**src/rtl/sprite_line_scan.sv**
```systemverilog
// sprite_line_scan
//   Per-scanline sprite evaluator on the read side of the sprite attribute RAM.
//   On line_start it walks all 64 attribute entries through spr_sel and tests
//   each sprite's Y against the latched line. Each visible sprite is emitted in
//   ascending index order as a ready/valid record. The tile index and row are
//   already resolved for height and vertical flip. At most MAX_PER_LINE records
//   are emitted per line. A further hit raises a sticky overflow flag and ends
//   the scan early.
//
// Ports
//   clk, reset              clock, asynchronous active-low reset
//   line_start, line_y      start pulse and line to evaluate (sampled on start)
//   spr_sel                 attribute RAM read address
//   spr_*                   attributes of entry spr_sel (combinational read)
//   out_valid, out_ready    record handshake
//   out_x .. out_hflip      emitted record fields
//   busy                    high whenever not idle
//   done                    one-cycle pulse: scan complete, last record taken
//   overflow                more than MAX_PER_LINE hits on this line (sticky)
module sprite_line_scan #(
    parameter int MAX_PER_LINE = 16
) (
    input  logic       clk,
    input  logic       reset,
    input  logic       line_start,
    input  logic [7:0] line_y,
    output logic [5:0] spr_sel,
    input  logic [8:0] spr_x,
    input  logic [7:0] spr_y,
    input  logic [9:0] spr_idx,
    input  logic       spr_priority,
    input  logic [1:0] spr_palette,
    input  logic       spr_h16,
    input  logic       spr_vflip,
    input  logic       spr_hflip,
    output logic       out_valid,
    input  logic       out_ready,
    output logic [8:0] out_x,
    output logic [9:0] out_idx,
    output logic [2:0] out_row,
    output logic [1:0] out_palette,
    output logic       out_priority,
    output logic       out_hflip,
    output logic       busy,
    output logic       done,
    output logic       overflow
);

    localparam logic [6:0] MAX_CNT = 7'(MAX_PER_LINE);

    typedef enum logic [1:0] {S_IDLE, S_SCAN, S_DRAIN} state_t;

    // delta is line - Y modulo 256, so sprites near the bottom wrap to the top.
    function automatic logic sprite_hit(input logic [7:0] delta, input logic h16);
        return h16 ? (delta < 8'd16) : (delta < 8'd8);
    endfunction

    function automatic logic [3:0] resolve_row(input logic [3:0] delta,
                                               input logic h16,
                                               input logic vflip);
        logic [3:0] last_row;
        last_row = h16 ? 4'd15 : 4'd7;
        return vflip ? (last_row - delta) : delta;
    endfunction

    state_t     state;
    logic [7:0] line_y_r;
    logic [6:0] count;
    logic       done_r;
    logic       ovf_r;

    logic       vld_p1;
    logic [8:0] x_p1;
    logic [9:0] idx_p1;
    logic [2:0] row_p1;
    logic [1:0] pal_p1;
    logic       pri_p1;
    logic       hflip_p1;

    logic [7:0] delta_p0;
    logic       hit_p0;
    logic [3:0] row_p0;
    logic [9:0] idx_p0;
    logic       cap_p0;
    logic       accept_p0;
    logic       load_p0;
    logic       vld_nxt;

    // Stage p0: hit test and row resolve on the entry currently addressed
    always_comb begin
        delta_p0  = line_y_r - spr_y;
        hit_p0    = sprite_hit(delta_p0, spr_h16);
        row_p0    = resolve_row(delta_p0[3:0], spr_h16, spr_vflip);
        // Bottom half of a 16-line sprite lives in the next tile.
        idx_p0    = spr_idx + {9'd0, row_p0[3]};
        cap_p0    = (count >= MAX_CNT);
        accept_p0 = !vld_p1 || out_ready;
        load_p0   = (state == S_SCAN) && hit_p0 && !cap_p0 && accept_p0;
        vld_nxt   = load_p0 || (vld_p1 && !out_ready);
    end

    // Stage p1: one-entry output record register and scan control
    always_ff @(posedge clk or negedge reset) begin
        if (!reset) begin
            state    <= S_IDLE;
            spr_sel  <= 6'd0;
            line_y_r <= 8'd0;
            count    <= 7'd0;
            done_r   <= 1'b0;
            ovf_r    <= 1'b0;
            vld_p1   <= 1'b0;
            x_p1     <= 9'd0;
            idx_p1   <= 10'd0;
            row_p1   <= 3'd0;
            pal_p1   <= 2'd0;
            pri_p1   <= 1'b0;
            hflip_p1 <= 1'b0;
        end else if (line_start) begin
            // Start, or abort-and-restart from any state; a pending record is dropped.
            state    <= S_SCAN;
            line_y_r <= line_y;
            spr_sel  <= 6'd0;
            count    <= 7'd0;
            ovf_r    <= 1'b0;
            vld_p1   <= 1'b0;
            done_r   <= 1'b0;
        end else begin
            vld_p1 <= vld_nxt;
            if (load_p0) begin
                x_p1     <= spr_x;
                idx_p1   <= idx_p0;
                row_p1   <= row_p0[2:0];
                pal_p1   <= spr_palette;
                pri_p1   <= spr_priority;
                hflip_p1 <= spr_hflip;
                count    <= count + 7'd1;
            end
            case (state)
                S_IDLE: ;
                S_SCAN: begin
                    if (hit_p0 && cap_p0) begin
                        ovf_r  <= 1'b1;
                        state  <= S_DRAIN;
                        done_r <= !vld_nxt;
                    end else if (!hit_p0 || load_p0) begin
                        if (spr_sel == 6'd63) begin
                            spr_sel <= 6'd0;
                            state   <= S_DRAIN;
                            done_r  <= !vld_nxt;
                        end else begin
                            spr_sel <= spr_sel + 6'd1;
                        end
                    end
                end
                S_DRAIN: begin
                    // done is high for the final DRAIN cycle, once the register is empty.
                    if (done_r) begin
                        done_r <= 1'b0;
                        state  <= S_IDLE;
                    end else begin
                        done_r <= !vld_nxt;
                    end
                end
                default: state <= S_IDLE;
            endcase
        end
    end

    assign out_valid    = vld_p1;
    assign out_x        = x_p1;
    assign out_idx      = idx_p1;
    assign out_row      = row_p1;
    assign out_palette  = pal_p1;
    assign out_priority = pri_p1;
    assign out_hflip    = hflip_p1;
    assign busy         = (state != S_IDLE);
    assign done         = done_r;
    assign overflow     = ovf_r;

endmodule

```
**config.mk**
```make
export PLATFORM = sky130hd
export DESIGN_NAME = sprite_line_scan
export DESIGN_NICKNAME = d
export VERILOG_FILES = /design/src/rtl/sprite_line_scan.sv
export SDC_FILE = /design/constraint.sdc
export NUM_CORES = 1
export LEC_CHECK = 0
export ABC_AREA = 1
export ABC_CLOCK_PERIOD_IN_PS = 7100
export BUFFER_PORTS_ARGS = -buffer_cell sky130_fd_sc_hd__buf_2
export CAP_MARGIN = 20
export CORE_UTILIZATION = 45
export DETAILED_ROUTE_END_ITERATION = 7
export GPL_TIMING_DRIVEN = 0
export PLACE_DENSITY = 0.7
export SLEW_MARGIN = 0
export SYNTH_ARGS = -nofsm -noshare
export SYNTH_HDL_FRONTEND = slang
export SYNTH_SLANG_ARGS = --single-unit
```
**constraint.sdc**
```tcl
create_clock -name clk -period 7.1 [get_ports clk]
set_input_delay 0.355 -clock clk [delete_from_list [all_inputs] [get_ports clk]]
set_output_delay 0.355 -clock clk [all_outputs]
set_load 0.05 [all_outputs]
```
==> results_tabular.tex <==
\begin{tabular}{lr}
\hline
Metric & Value \\
\hline
\multicolumn{2}{l}{\textbf{Run status}} \\
\quad Result of the run & finished clean \\
\multicolumn{2}{l}{\textbf{Timing}} \\
\quad Share of the clock period used by the worst path after layout & 35.95\% \\
\quad Total count of hold-check failures in the final report & 0 \\
\quad Setup repair after global routing missed its margin & false \\
\quad Pins Over Slew Limit & 0 \\
\quad Total Neg Setup Slack & 0 ns \\
\quad Final Setup Violations & 0 \\
\quad Worst Hold Margin & 0.2497 ns \\
\quad Slew margin rel. & 69.51\% \\
\quad Actual transition at the worst max-transition pin & 0.4574 ns \\
\quad Shortest clock period the worst path allows after layout & 2.552 ns \\
\quad Worst setup skew after layout & 0.007390 ns \\
\quad Maximum achievable frequency & 391.8 MHz \\
\multicolumn{2}{l}{\textbf{Placement}} \\
\quad Placed insts & 517 \\
\quad Gpl congestion & 0.8011 \\
\quad Hpwl dp & 4.567 mm \\
\quad Total of buffers placed on input and output ports & 79 \\
\multicolumn{2}{l}{\textbf{Power and ir drop}} \\
\quad Static leakage & 2.020 nW \\
\quad Pwr Density & 305.7 mW/mm2 \\
\quad Worst vdd rail ir drop & 0.0002757 V \\
\quad Overall power after layout & 1.085 mW \\
\multicolumn{2}{l}{\textbf{GRT}} \\
\quad Congestion Overflow GR & 0 \\
\quad Wire length of the first global-routing pass & 10.32 mm \\
\quad Global-route total usage across every layer & 18.14\% \\
\quad Number of global-route vias before repair & 2,258 \\
\quad Pin count of the biggest net entering global routing & 36 \\
\quad Initial antenna violation count & 0 \\
\multicolumn{2}{l}{\textbf{Layout}} \\
\quad Area growth, synth to finish & 20.47\% \\
\quad Layout cells sized above 1 & 26.79\% \\
\quad Finished Core Util & 55.90\% \\
\quad Nets & 507 \\
\quad N\_diodes & 0 \\
\quad Post-layout instance count excluding filler cells & 525 \\
\quad \# fillers & 608 \\
\multicolumn{2}{l}{\textbf{CTS}} \\
\quad CTS max path bufs & 2 \\
\quad Post-CTS setup buffer count & 0 \\
\quad Clock Latency Late Sink & 0.30 ns \\
\quad Inserted Clock Buffers & 5 \\
\quad CTS clk-pin slew, worst paths & 0.10 ns \\
\quad CTS tree & built \\
\quad TritonCTS sink count & 52 \\
\quad Total number of H-tree levels & 2 \\
\quad PostCTS Resize Cnt & 0 \\
\quad Buffer cell driving the clock tree root & clkbuf\_8 \\
\multicolumn{2}{l}{\textbf{Critical path}} \\
\quad Kind of end point of the critical path & flip-flop \\
\quad Peak fanout along the critical path & 5 \\
\quad Worst-case reg-to-reg path depth & 12 \\
\quad Critical path arrival & 2.78 ns \\
\quad CP Data Required Time & 7.33 ns \\
\quad Worst reg2reg endpoint & out\_idx[9] \\
\quad Worst Setup Start Kind & flip-flop \\
\quad Critical path type & flip-flop to flip-flop \\
\quad R2R setup slack & 4.55 ns \\
\quad Origin of the critical flop-to-flop path & line\_y\_r[2] \\
\multicolumn{2}{l}{\textbf{Detailed routing}} \\
\quad Vias post-DR & 2,505 \\
\quad DR WL/cell & 11.14 um \\
\quad Post-route ant nets & 0 \\
\quad Initial detailed-routing violation count & 74 \\
\quad Pre-antenna DRT Iters & 4 \\
\quad Number of vias per cell & 4.771 \\
\quad DRC Markers & 0 \\
\quad Total wire length & 5.849 mm \\
\multicolumn{2}{l}{\textbf{Synthesis}} \\
\quad Distinct cells, synth & 37 \\
\quad Mean instance size in the synthesized netlist & 8.185 um2 \\
\quad Synthesized netlist net count & 419 \\
\quad Ranking of synthesized cells by area & dfrtp\_1 44\%, nand2\_1 16\%, ha\_1 5.5\% \\
\quad Seq/Total Area, Yosys & 44.16\% \\
\quad YS warnings & 0 \\
\quad Dominant cell type by area after synthesis & dfrtp\_1 \\
\quad Post-synthesis instance total & 360 \\
\quad Syn Std Cell Area & 0.002947 mm2 \\
\quad Share of the synthesized area in the top cell type & 44.16\% \\
\quad FF+latch count, synth & 52 \\
\multicolumn{2}{l}{\textbf{Run}} \\
\quad \# Max-Cap Violations & 0 \\
\multicolumn{2}{l}{\textbf{Die}} \\
\quad Placeable core region & 0.006350 mm2 \\
\quad IO Count & 81 \\
\quad Horiz. Die Dim & 82.92 um \\
\quad Initial Util & 46.40\% \\
\quad Vertical die dimension & 82.92 um \\
\quad Num rows & 29 \\
\quad Die ar. & 0.006876 mm2 \\
\multicolumn{2}{l}{\textbf{Hold path}} \\
\quad Hold Crit Endpoint & out\_x[1] \\
\quad Class of the worst hold path & input port to flip-flop \\
\quad Worst hold stages & 3 \\
\quad Worst min-delay path startpoint & spr\_x[1] \\
\hline
\end{tabular}
## worst max-delay path: stages (launching register included)
cell	delay, ns
dfrtp_1	0.40
ha_1	0.34
or2_4	0.29
nand3_1	0.10
nand2_1	0.07
xnor2_1	0.12
inv_1	0.07
ha_1	0.17
nand3_1	0.13
nor4_1	0.32
nand3_1	0.15
xor2_1	0.18
a21oi_1	0.15
## power breakdown
| part | switching (mW) | leakage (nW) | internal, mW |
|---|---|---|---|
| sequential | 0.0393 | 0.678 | 0.369 |
| clock | 0.0958 | 0.0400 | 0.0670 |
| combinational | 0.384 | 1.30 | 0.130 |
| total | 0.519 | 2.02 | 0.566 |
## registers in the layout, indices dropped and copies added, names as in the netlist
| register | flops |
|---|---|
| out_priority | 1 |
| overflow | 1 |
| out_x | 9 |
| spr_sel | 6 |
| out_palette | 2 |
| count | 7 |
| line_y_r | 8 |
| done | 1 |
| out_hflip | 1 |
| out_idx | 10 |
| state | 2 |
| out_row | 3 |
| out_valid | 1 |
## kinds of logic (layout without fill, tap and decap cells)
group | Yosys count | in the layout | share of synthesized area (%)
fa+ha+maj | 14 | 14 | 6.200
buf+inv | 51 | 139 | 7.771
compound gates | 26 | 26 | 5.902
flops | 52 | 52 | 44.16
xor+xnor | 19 | 19 | 5.648
simple gates | 198 | 198 | 30.32
## worst max-delay path by stage
stage	cells after the start	endpoint	slack, ns	startpoint
floorplan	13	out_idx[9]	4.75	spr_y[2]
global placement	14	out_idx[9]	4.40	spr_y[2]
detailed placement	14	out_idx[9]	4.41	spr_y[2]
CTS	12	out_idx[9]	4.50	line_y_r[2]
global route	12	out_idx[9]	4.32	line_y_r[2]
finish	12	out_idx[9]	4.55	line_y_r[2]
## layout by cell type (no fill, tap or decap), types with 2 or more instances in the layout
cell / instances
xor2_1: 11
inv_1: 41
nor2_1: 22
buf_2: 80
buf_6: 4
nor2_4: 2
o21ai_0: 6
nor3_1: 2
dfrtp_1: 52
ha_1: 13
xnor2_1: 8
nand2_2: 7
nand3_2: 2
clkbuf_8: 5
o21ai_2: 8
nand3b_1: 2
clkbuf_1: 2
nand2_1: 126
nand4_1: 6
a21oi_1: 8
nand3_1: 20
## repair_timing
item,4_1_cts,5_1_grt
endpoints found under the setup margin,0,0
hold buffers,1,0
endpoints found under the hold margin,17,0
## synthesized netlist by cell type
| cell | n |
|---|---|
| a21oi_1 | 8 |
| a21oi_2 | 1 |
| and3_1 | 1 |
| buf_2 | 1 |
| buf_4 | 1 |
| buf_6 | 4 |
| clkbuf_1 | 2 |
| clkinv_1 | 1 |
| dfrtp_1 | 52 |
| fa_1 | 1 |
| ha_1 | 13 |
| inv_1 | 41 |
| inv_4 | 1 |
| nand2_1 | 126 |
| nand2_2 | 7 |
| nand3_1 | 20 |
| nand3_2 | 2 |
| nand3b_1 | 2 |
| nand4_1 | 6 |
| nand4_4 | 1 |
| nor2_1 | 22 |
| nor2_2 | 1 |
| nor2_4 | 2 |
| nor2_8 | 1 |
| nor3_1 | 2 |
| nor3b_1 | 1 |
| nor4_1 | 1 |
| o211ai_2 | 1 |
| o21a_1 | 1 |
| o21ai_0 | 6 |
| o21ai_1 | 1 |
| o21ai_2 | 8 |
| or2_1 | 1 |
| or2_2 | 1 |
| or2_4 | 1 |
| xnor2_1 | 8 |
| xor2_1 | 11 |
## cell type report
type	count	area, um2	share of cell area (%)
well taps	77	96.34	2.714
inverters	43	163.9	4.618
clock inverters	2	12.51	0.3525
multi-input cells	257	1416	39.90
plain buffers	8	65.06	1.833
repair buffers	81	425.4	11.98
flip-flops and latches	52	1301	36.66
clock buffers	5	68.82	1.939
## metal layers
metal | vias up | wire length [um] | track usage [%] | part of all wire [%]
met5 | - | 0 | 0 | 0
met1 | 1136 | 2914 | 25.60 | 50
li1 | 1297 | - | - | -
met3 | 4 | 295 | 4.076 | 5.0
met4 | 0 | 30 | 3.292 | 0.51
met2 | 68 | 2608 | 28.91 | 45
## metrics by stage
step                      setup slack, ns  instance area [um2]
final                               4.548                 3550
after global routing                4.320                 3550
after CTS                           4.498                 3550
after detailed placement            4.412                 3458
after global placement              4.402                 3438
after floorplan                     4.745                 2947
(Power assumes the default switching activity.)
